`config.mk`:
```
export PLATFORM = sky130hd
export DESIGN_NAME = boxcar_decimator
export DESIGN_NICKNAME = d
export VERILOG_FILES = /design/src/rtl/boxcar_decimator.sv
export SDC_FILE = /design/constraint.sdc
export NUM_CORES = 1
export LEC_CHECK = 0
export CAP_MARGIN = 20
export CORE_UTILIZATION = 50
export CTS_CLUSTER_DIAMETER = 200
export DETAILED_ROUTE_END_ITERATION = 8
export PLACE_DENSITY_LB_ADDON = 0.1
export SYNTH_ARGS = -nofsm -noshare
export SYNTH_HDL_FRONTEND = slang
export SYNTH_SLANG_ARGS = --single-unit
```
`constraint.sdc`:
```
create_clock -name clk -period 4.5 [get_ports clk]
set_input_delay 0.9 -clock clk [delete_from_list [all_inputs] [get_ports clk]]
set_output_delay 0.9 -clock clk [all_outputs]
set_load 0.05 [all_outputs]
```
`src/rtl/boxcar_decimator.sv`:
```
// boxcar_decimator
//   Accumulate-and-dump decimator behind the phasemeter mixer. Sums n_act
//   consecutive valid samples, scales the sum by an arithmetic right shift,
//   saturates it to OUTPUT_WIDTH and presents it on an AXI4-Stream master.
//
// Ports
//   clk            clock
//   rst            asynchronous active-low reset
//   MIXED_AB       signed mixer product
//   in_valid       MIXED_AB carries a sample this cycle (always accepted)
//   DECIM          decimation ratio, 0 treated as 1, latched at each dump
//   SHIFT          arithmetic right shift applied to each dump
//   m_axis_tdata   decimated signed result
//   m_axis_tvalid  result available
//   m_axis_tready  downstream accepts
//   OVERRUN        sticky: a dump was discarded because the output was held
//   SATURATED      sticky: a result was clipped
module boxcar_decimator #(
    parameter int INPUT_WIDTH  = 32,
    parameter int CNT_WIDTH    = 16,
    parameter int ACCUM_WIDTH  = 48,
    parameter int OUTPUT_WIDTH = 32
) (
    input  logic                    clk,
    input  logic                    rst,
    input  logic [INPUT_WIDTH-1:0]  MIXED_AB,
    input  logic                    in_valid,
    input  logic [CNT_WIDTH-1:0]    DECIM,
    input  logic [5:0]              SHIFT,
    output logic [OUTPUT_WIDTH-1:0] m_axis_tdata,
    output logic                    m_axis_tvalid,
    input  logic                    m_axis_tready,
    output logic                    OVERRUN,
    output logic                    SATURATED
);

    logic signed [ACCUM_WIDTH-1:0] acc_q, acc_d;
    logic [CNT_WIDTH-1:0]          cnt_q, cnt_d;
    logic [CNT_WIDTH-1:0]          n_act_q, n_act_d;
    logic [OUTPUT_WIDTH-1:0]       tdata_q, tdata_d;
    logic                          tvalid_q, tvalid_d;
    logic                          overrun_q, overrun_d;
    logic                          sat_q, sat_d;

    logic signed [ACCUM_WIDTH-1:0] sample_ext;
    logic signed [ACCUM_WIDTH-1:0] sum;
    logic signed [ACCUM_WIDTH-1:0] scaled;
    logic [ACCUM_WIDTH-OUTPUT_WIDTH:0] upper;
    logic                          clip;
    logic [OUTPUT_WIDTH-1:0]       result;
    logic                          dump;

    always_comb begin
        sample_ext = {{(ACCUM_WIDTH-INPUT_WIDTH){MIXED_AB[INPUT_WIDTH-1]}}, MIXED_AB};
        sum        = acc_q + sample_ext;
        dump       = in_valid && (cnt_q == n_act_q - CNT_WIDTH'(1));

        // Shifts beyond the accumulator width collapse to pure sign fill.
        if (32'(SHIFT) >= ACCUM_WIDTH) begin
            scaled = {ACCUM_WIDTH{sum[ACCUM_WIDTH-1]}};
        end else begin
            scaled = sum >>> SHIFT;
        end

        // The value fits in OUTPUT_WIDTH only if every bit from the output
        // sign bit upward is a copy of the accumulator sign.
        upper = scaled[ACCUM_WIDTH-1:OUTPUT_WIDTH-1];
        clip  = !((&upper) || !(|upper));
        if (!clip) begin
            result = scaled[OUTPUT_WIDTH-1:0];
        end else if (scaled[ACCUM_WIDTH-1]) begin
            result = {1'b1, {(OUTPUT_WIDTH-1){1'b0}}};
        end else begin
            result = {1'b0, {(OUTPUT_WIDTH-1){1'b1}}};
        end
    end

    always_comb begin
        acc_d     = acc_q;
        cnt_d     = cnt_q;
        n_act_d   = n_act_q;
        tdata_d   = tdata_q;
        tvalid_d  = tvalid_q;
        overrun_d = overrun_q;
        sat_d     = sat_q;

        if (in_valid) begin
            if (dump) begin
                acc_d   = '0;
                cnt_d   = '0;
                n_act_d = (DECIM == '0) ? CNT_WIDTH'(1) : DECIM;
            end else begin
                acc_d = sum;
                cnt_d = cnt_q + CNT_WIDTH'(1);
            end
        end

        if (tvalid_q && m_axis_tready) begin
            tvalid_d = 1'b0;
        end

        if (dump) begin
            if (clip) begin
                sat_d = 1'b1;
            end
            // A word being accepted this edge frees the register for the dump.
            if (!tvalid_q || m_axis_tready) begin
                tdata_d  = result;
                tvalid_d = 1'b1;
            end else begin
                overrun_d = 1'b1;
            end
        end
    end

    always_ff @(posedge clk or negedge rst) begin
        if (!rst) begin
            acc_q     <= '0;
            cnt_q     <= '0;
            n_act_q   <= CNT_WIDTH'(1);
            tdata_q   <= '0;
            tvalid_q  <= 1'b0;
            overrun_q <= 1'b0;
            sat_q     <= 1'b0;
        end else begin
            acc_q     <= acc_d;
            cnt_q     <= cnt_d;
            n_act_q   <= n_act_d;
            tdata_q   <= tdata_d;
            tvalid_q  <= tvalid_d;
            overrun_q <= overrun_d;
            sat_q     <= sat_d;
        end
    end

    assign m_axis_tdata  = tdata_q;
    assign m_axis_tvalid = tvalid_q;
    assign OVERRUN       = overrun_q;
    assign SATURATED     = sat_q;

endmodule

```
Word level (Yosys, flattened, before mapping)
Index checks and enable logic that the tools add are counted.
Widths: inputs -> output; s select.

storage, ports and cells
  bits in read-only memories = 0
  memories kept = 0
  word-level logic and storage cells = 37
  bits in writable memories = 0
  bits in registers = 115
  latch bits = 0

cells by class
  eq/ne operators = 1
  add/sub/neg operators = 3
  muxes and demuxes = 9
  $mul = 0
  divide/modulo/power cells = 0
  order comparisons = 1
  reduce and logical (&&, ||, !) cells = 13
  bitwise logic cells = 2
  shift operators = 1

operators by type and width
  operator               count
  $mux 48                2
  $mux 32                2
  $add 48x32->48         1
  $sshr 48x6->48         1
  $mux 16                2
  $reduce_and 17->1      1
  $reduce_or 17->1       1
  $add 16x1->16 const B  1
  $eq 16x16->1           1
  $logic_not 16->1       1
  $sub 16x1->16 const B  1
  $reduce_and 2->1       4
  $ge 6x6->1 const B     1
  $mux 1                 3
  $logic_and 1x1->1      2
  $logic_not 1->1        2
  $logic_or 1x1->1       2
  $not 1->1              2

Depth between registers and ports, before layout
  word-level depth = 8
  gate-level depth with buffers = 17
  mapped depth without buffers = 16

Worst setup path before layout
No wires, ideal clock.

  path type = input to register
  start point = input port MIXED_AB[0]
  end point = register tdata_q[11] (netlist: m_axis_tdata[11])
  cell stages on the path = 17
  buffers on the path = 1
  data arrival time = 4,512 ps
  setup time = 125 ps
  setup slack = -137 ps
  cell sequence = ha_1 > inv_1 > fa_1 > nand2b_1 > a21oi_1 > o21ai_2 > a2111o_1 > o211a_2 > xor2_2 > a211oi_1 > a221o_1 > o221a_1 > nor4_2 > nand4b_2 > a21boi_2 > buf_4 > a21oi_1

on the way
  cells in the longest elaborated chain, start to end = 7
  elaborated cells between the ends (all ways) = 9

RTL lines
  what                  RTL line  source
  start, declared       26        input logic [INPUT_WIDTH-1:0] MIXED_AB,
  $add 48x32->48 (*)    55        sum = acc_q + sample_ext;
  $sshr 48x6->48        62        scaled = sum >>> SHIFT;
  $mux 48 (*)           59        if (32'(SHIFT) >= ACCUM_WIDTH) begin
  $reduce_or 17->1      68        clip = !((&upper) || !(|upper));
  $logic_not 1->1       68
  $logic_or 1x1->1      68
  $mux 32 (*)           69        if (!clip) begin
  end signal, assigned  129       tdata_q <= tdata_d;
  end, declared         40        logic [OUTPUT_WIDTH-1:0] tdata_q, tdata_d;

Every way passes the cells marked *; elsewhere a longest branch is shown, timed or not.
A chain may end at the register's enable or synchronous reset.

Worst setup path in the final report
  start point = input port MIXED_AB[8]
  end point = register tdata_q[14] (netlist: m_axis_tdata[14])

Same word-level chain as after synthesis.

==> reports/metrics.csv <==
stage;metric;value;unit
worst_setup_path;arrival time of the worst setup path;4980;ps
route;vias per cell;6.50;
logic_synthesis;fraction of registers with async set/reset;1.00;
route;Antenna Violating Nets Remaining;0;
worst_setup_path;RR Endpoint;m_axis_tdata[14];
logic_synthesis;post-synthesis cell count;1560;
worst_setup_path;worst reg2reg setup slack;30;ps
global_routing;vias in the first global route;15100;
route;drt wl/cell;22.4;µm
worst_setup_path;data required time at the worst endpoint;4820;ps
logic_synthesis;largest cells by area after synthesis;dfrtp_1 23%, mux4_2 8.4%, ha_1 4.8%, a21oi_1 4.8%, nand2_1 4.2%;
sta;setup tns final;-2880;ps
sta;Hold Violations, Final;0;
sta;Slew headroom;0.477;
global_routing;first-pass GRT wire length;80.8;mm
route;via count;15700;
floorplan;Core Region;24600;µm²
worst_setup_path;reg-to-reg startpoint;acc_q[26];
global_routing;GR Overflow Total;0;
global_routing;largest net degree at the start of global routing;61;
sta;Max Slew Vio Count;0;
sta;Clock Skew;13.3;ps
logic_synthesis;Cell Area, Synth;12700;µm²
finish;nets;2193;
finish;area delta synth->final;58.3;%
sta;RSZ-0062 raised after global routing;yes;
route;DRC Markers;0;
placement;Setup WS pre-CTS;-1050;ps
worst_setup_path;critical path peak fanout;5;
outcome;status;finished with violations;
placement;Port Buffer Count;92;
worst_setup_path;Crit. End Element;flop;
cts;TritonCTS Buffers;17;
placement;Detail Placement HPWL;38.3;mm
sta;Final min period;4660;ps
floorplan;Initial Util;0.515;
pwr;Leak;8.52;nW
worst_setup_path;crit path to;m_axis_tdata[14];
placement;GP Congestion;0.996;
logic_synthesis;register area share after synthesis;0.227;
logic_synthesis;post-synthesis cell type count;102;
worst_setup_path;Crit Path Class;in2reg;
sta;worst slew pin tran;784;ps
cts;Post-CTS Hold Fix Bufs;0;
logic_synthesis;Seq cells post-synth;115;
floorplan;num ports;93;
sta;final setup margin;-158;ps
finish;commonest cells after routing, fill and taps aside;489 x buf_4, 129 x nand2_1, 114 x dfrtp_1;
hold_path;Hold Crit Depth;1;
logic_synthesis;Post-synth EDFFs;0;
sta;endpoints failing setup;31;
worst_setup_path;reg2reg path depth;18;
logic_synthesis;Mapped Nets;1668;
cts;root buffer cell;clkbuf_16;
outcome;failing checks;negative setup slack;
cts;CTS H-tree depth;4;
flow_run;maxcap violations;0;
hold_path;HP Class;reg2reg;
floorplan;Site Rows;57;
finish;Post-Layout Cell Count;2422;
global_routing;initial antenna violation count;0;
route;initial detailed-routing violation count;1774;
placement;Placed Cells;2290;
route;Initial DRT Pass Iterations;6;
finish;leading cell type in the layout, fill and taps excluded;buf_4;
logic_synthesis;Yosys top cell area share;0.225;
cts;Reg clk slew, reported paths;60;ps
sta;f_max;215;MHz
cts;TritonCTS clock tree;done;
pwr;peak supply drop;0.467;mV
pwr;Pwr per Cell Area;913;nW/µm²
logic_synthesis;largest area contributor in the netlist;dfrtp_1;
logic_synthesis;Syn. warnings;0;
route;Routed WL;54.3;mm
worst_setup_path;Startpoint Class;input port;
logic_synthesis;ys flop type;dfrtp_1;
cts;clk sink count;115;
cts;Clock Latency Late Sink;440;ps
worst_setup_path;Worst setup startpoint;MIXED_AB[8];
finish;design area;20100;µm²
global_routing;Total GRT Usage;0.395;
floorplan;Die X;161;µm
floorplan;Die Area;26000;µm²
placement;dpl cell area;16800;µm²
logic_synthesis;syn avg cell area;8.12;µm²
finish;diodes inserted;0;
cts;clk buf depth;2;
finish;share of cells above drive strength 1;0.454;
floorplan;Die Ht;161;µm
sta;period utilisation layout;1.04;
-- kinds of logic after synthesis --
logic type | synth area share
AND/OR/NAND/NOR | 0.208
AO/OA/AOI/OAI | 0.269
buffers and inverters | 0.0573
flip-flops | 0.227
multiplexers | 0.137
XOR/XNOR | 0.0524
adder cells (fa/ha/maj) | 0.0500
-- sequential cells by signal, indices dropped and copies added (netlist names) --
register       cells
acc_q             48
m_axis_tdata      32
cnt_q             16
n_act_q           16
OVERRUN            1
SATURATED          1
m_axis_tvalid      1
-- power breakdown --
part	switching [W]	internal, W	total [W]	leakage, nW
logic	0.00774	0.00724	0.0150	6.80
registers	0.000426	0.00147	0.00190	1.46
clock network	0.000592	0.000831	0.00142	0.269
-- synth_stat cells (17+ instances only) --
cell / n
mux2_2: 25
nor2_1: 129
xnor2_1: 32
a211oi_1: 38
mux2i_1: 39
dfrtp_1: 114
nand3_1: 80
o211ai_1: 42
a21oi_1: 121
nor3_1: 17
nand2_1: 142
nand4_1: 41
inv_1: 62
buf_2: 28
clkbuf_1: 61
a31oi_1: 34
xor2_1: 42
o21ai_0: 75
o21ai_1: 39
and3_1: 17
mux4_2: 47
ha_1: 49
-- per-layer routing --
layer  global-route usage  wire length (µm)
met5                    0                 0
met4                0.184              3130
met3               0.0570              4090
met2                0.673             25800
met1                0.492             21300
-- metrics by stage --
step | hold WS (ps) | utilization | power, W
after floorplan | 479 | - | 0.00826
final | 485 | 0.815 | 0.0183
after global placement | 457 | 0.685 | 0.0136
after detailed placement | 479 | 0.685 | 0.0138
after global routing | 513 | 0.815 | 0.0191
after CTS | 496 | 0.774 | 0.0167
-- final cells by class --
class / count / area [µm²]
fillers: 1606 / 4550
clock buffers: 20 / 447
repair buffers: 615 / 4950
clock inverters: 12 / 134
multi-input cells: 1271 / 11000
inverters: 65 / 244
well taps: 324 / 405
flip-flops and latches: 115 / 2880
-- worst min-delay path by stage --
stage	startpoint	to
final	OVERRUN	OVERRUN
after global routing	SATURATED	SATURATED
after CTS	OVERRUN	OVERRUN
after detailed placement	OVERRUN	OVERRUN
after global placement	OVERRUN	OVERRUN
after floorplan	n_act_q[0]	n_act_q[0]
-- worst max-delay path, cell delays in order --
cell,delay (ps)
clkdlybuf4s15_1,240
ha_4,350
nand4_1,210
nor2_2,220
a211oi_4,120
buf_4,170
o41ai_2,290
buf_4,200
nor2_2,50
xnor2_2,170
buf_4,170
mux4_2,520
buf_4,170
mux4_2,500
mux4_2,500
o21ai_1,110
a21oi_2,70
-- what timing repair did --
action | 4_1_cts | 5_1_grt
cloned | 4 | 2
resized for setup | 259 | 211
setup buffers | 50 | 51
pin swaps | 87 | 150
setup endpoints to repair | 32 | 32
(Power assumes the default switching activity.)
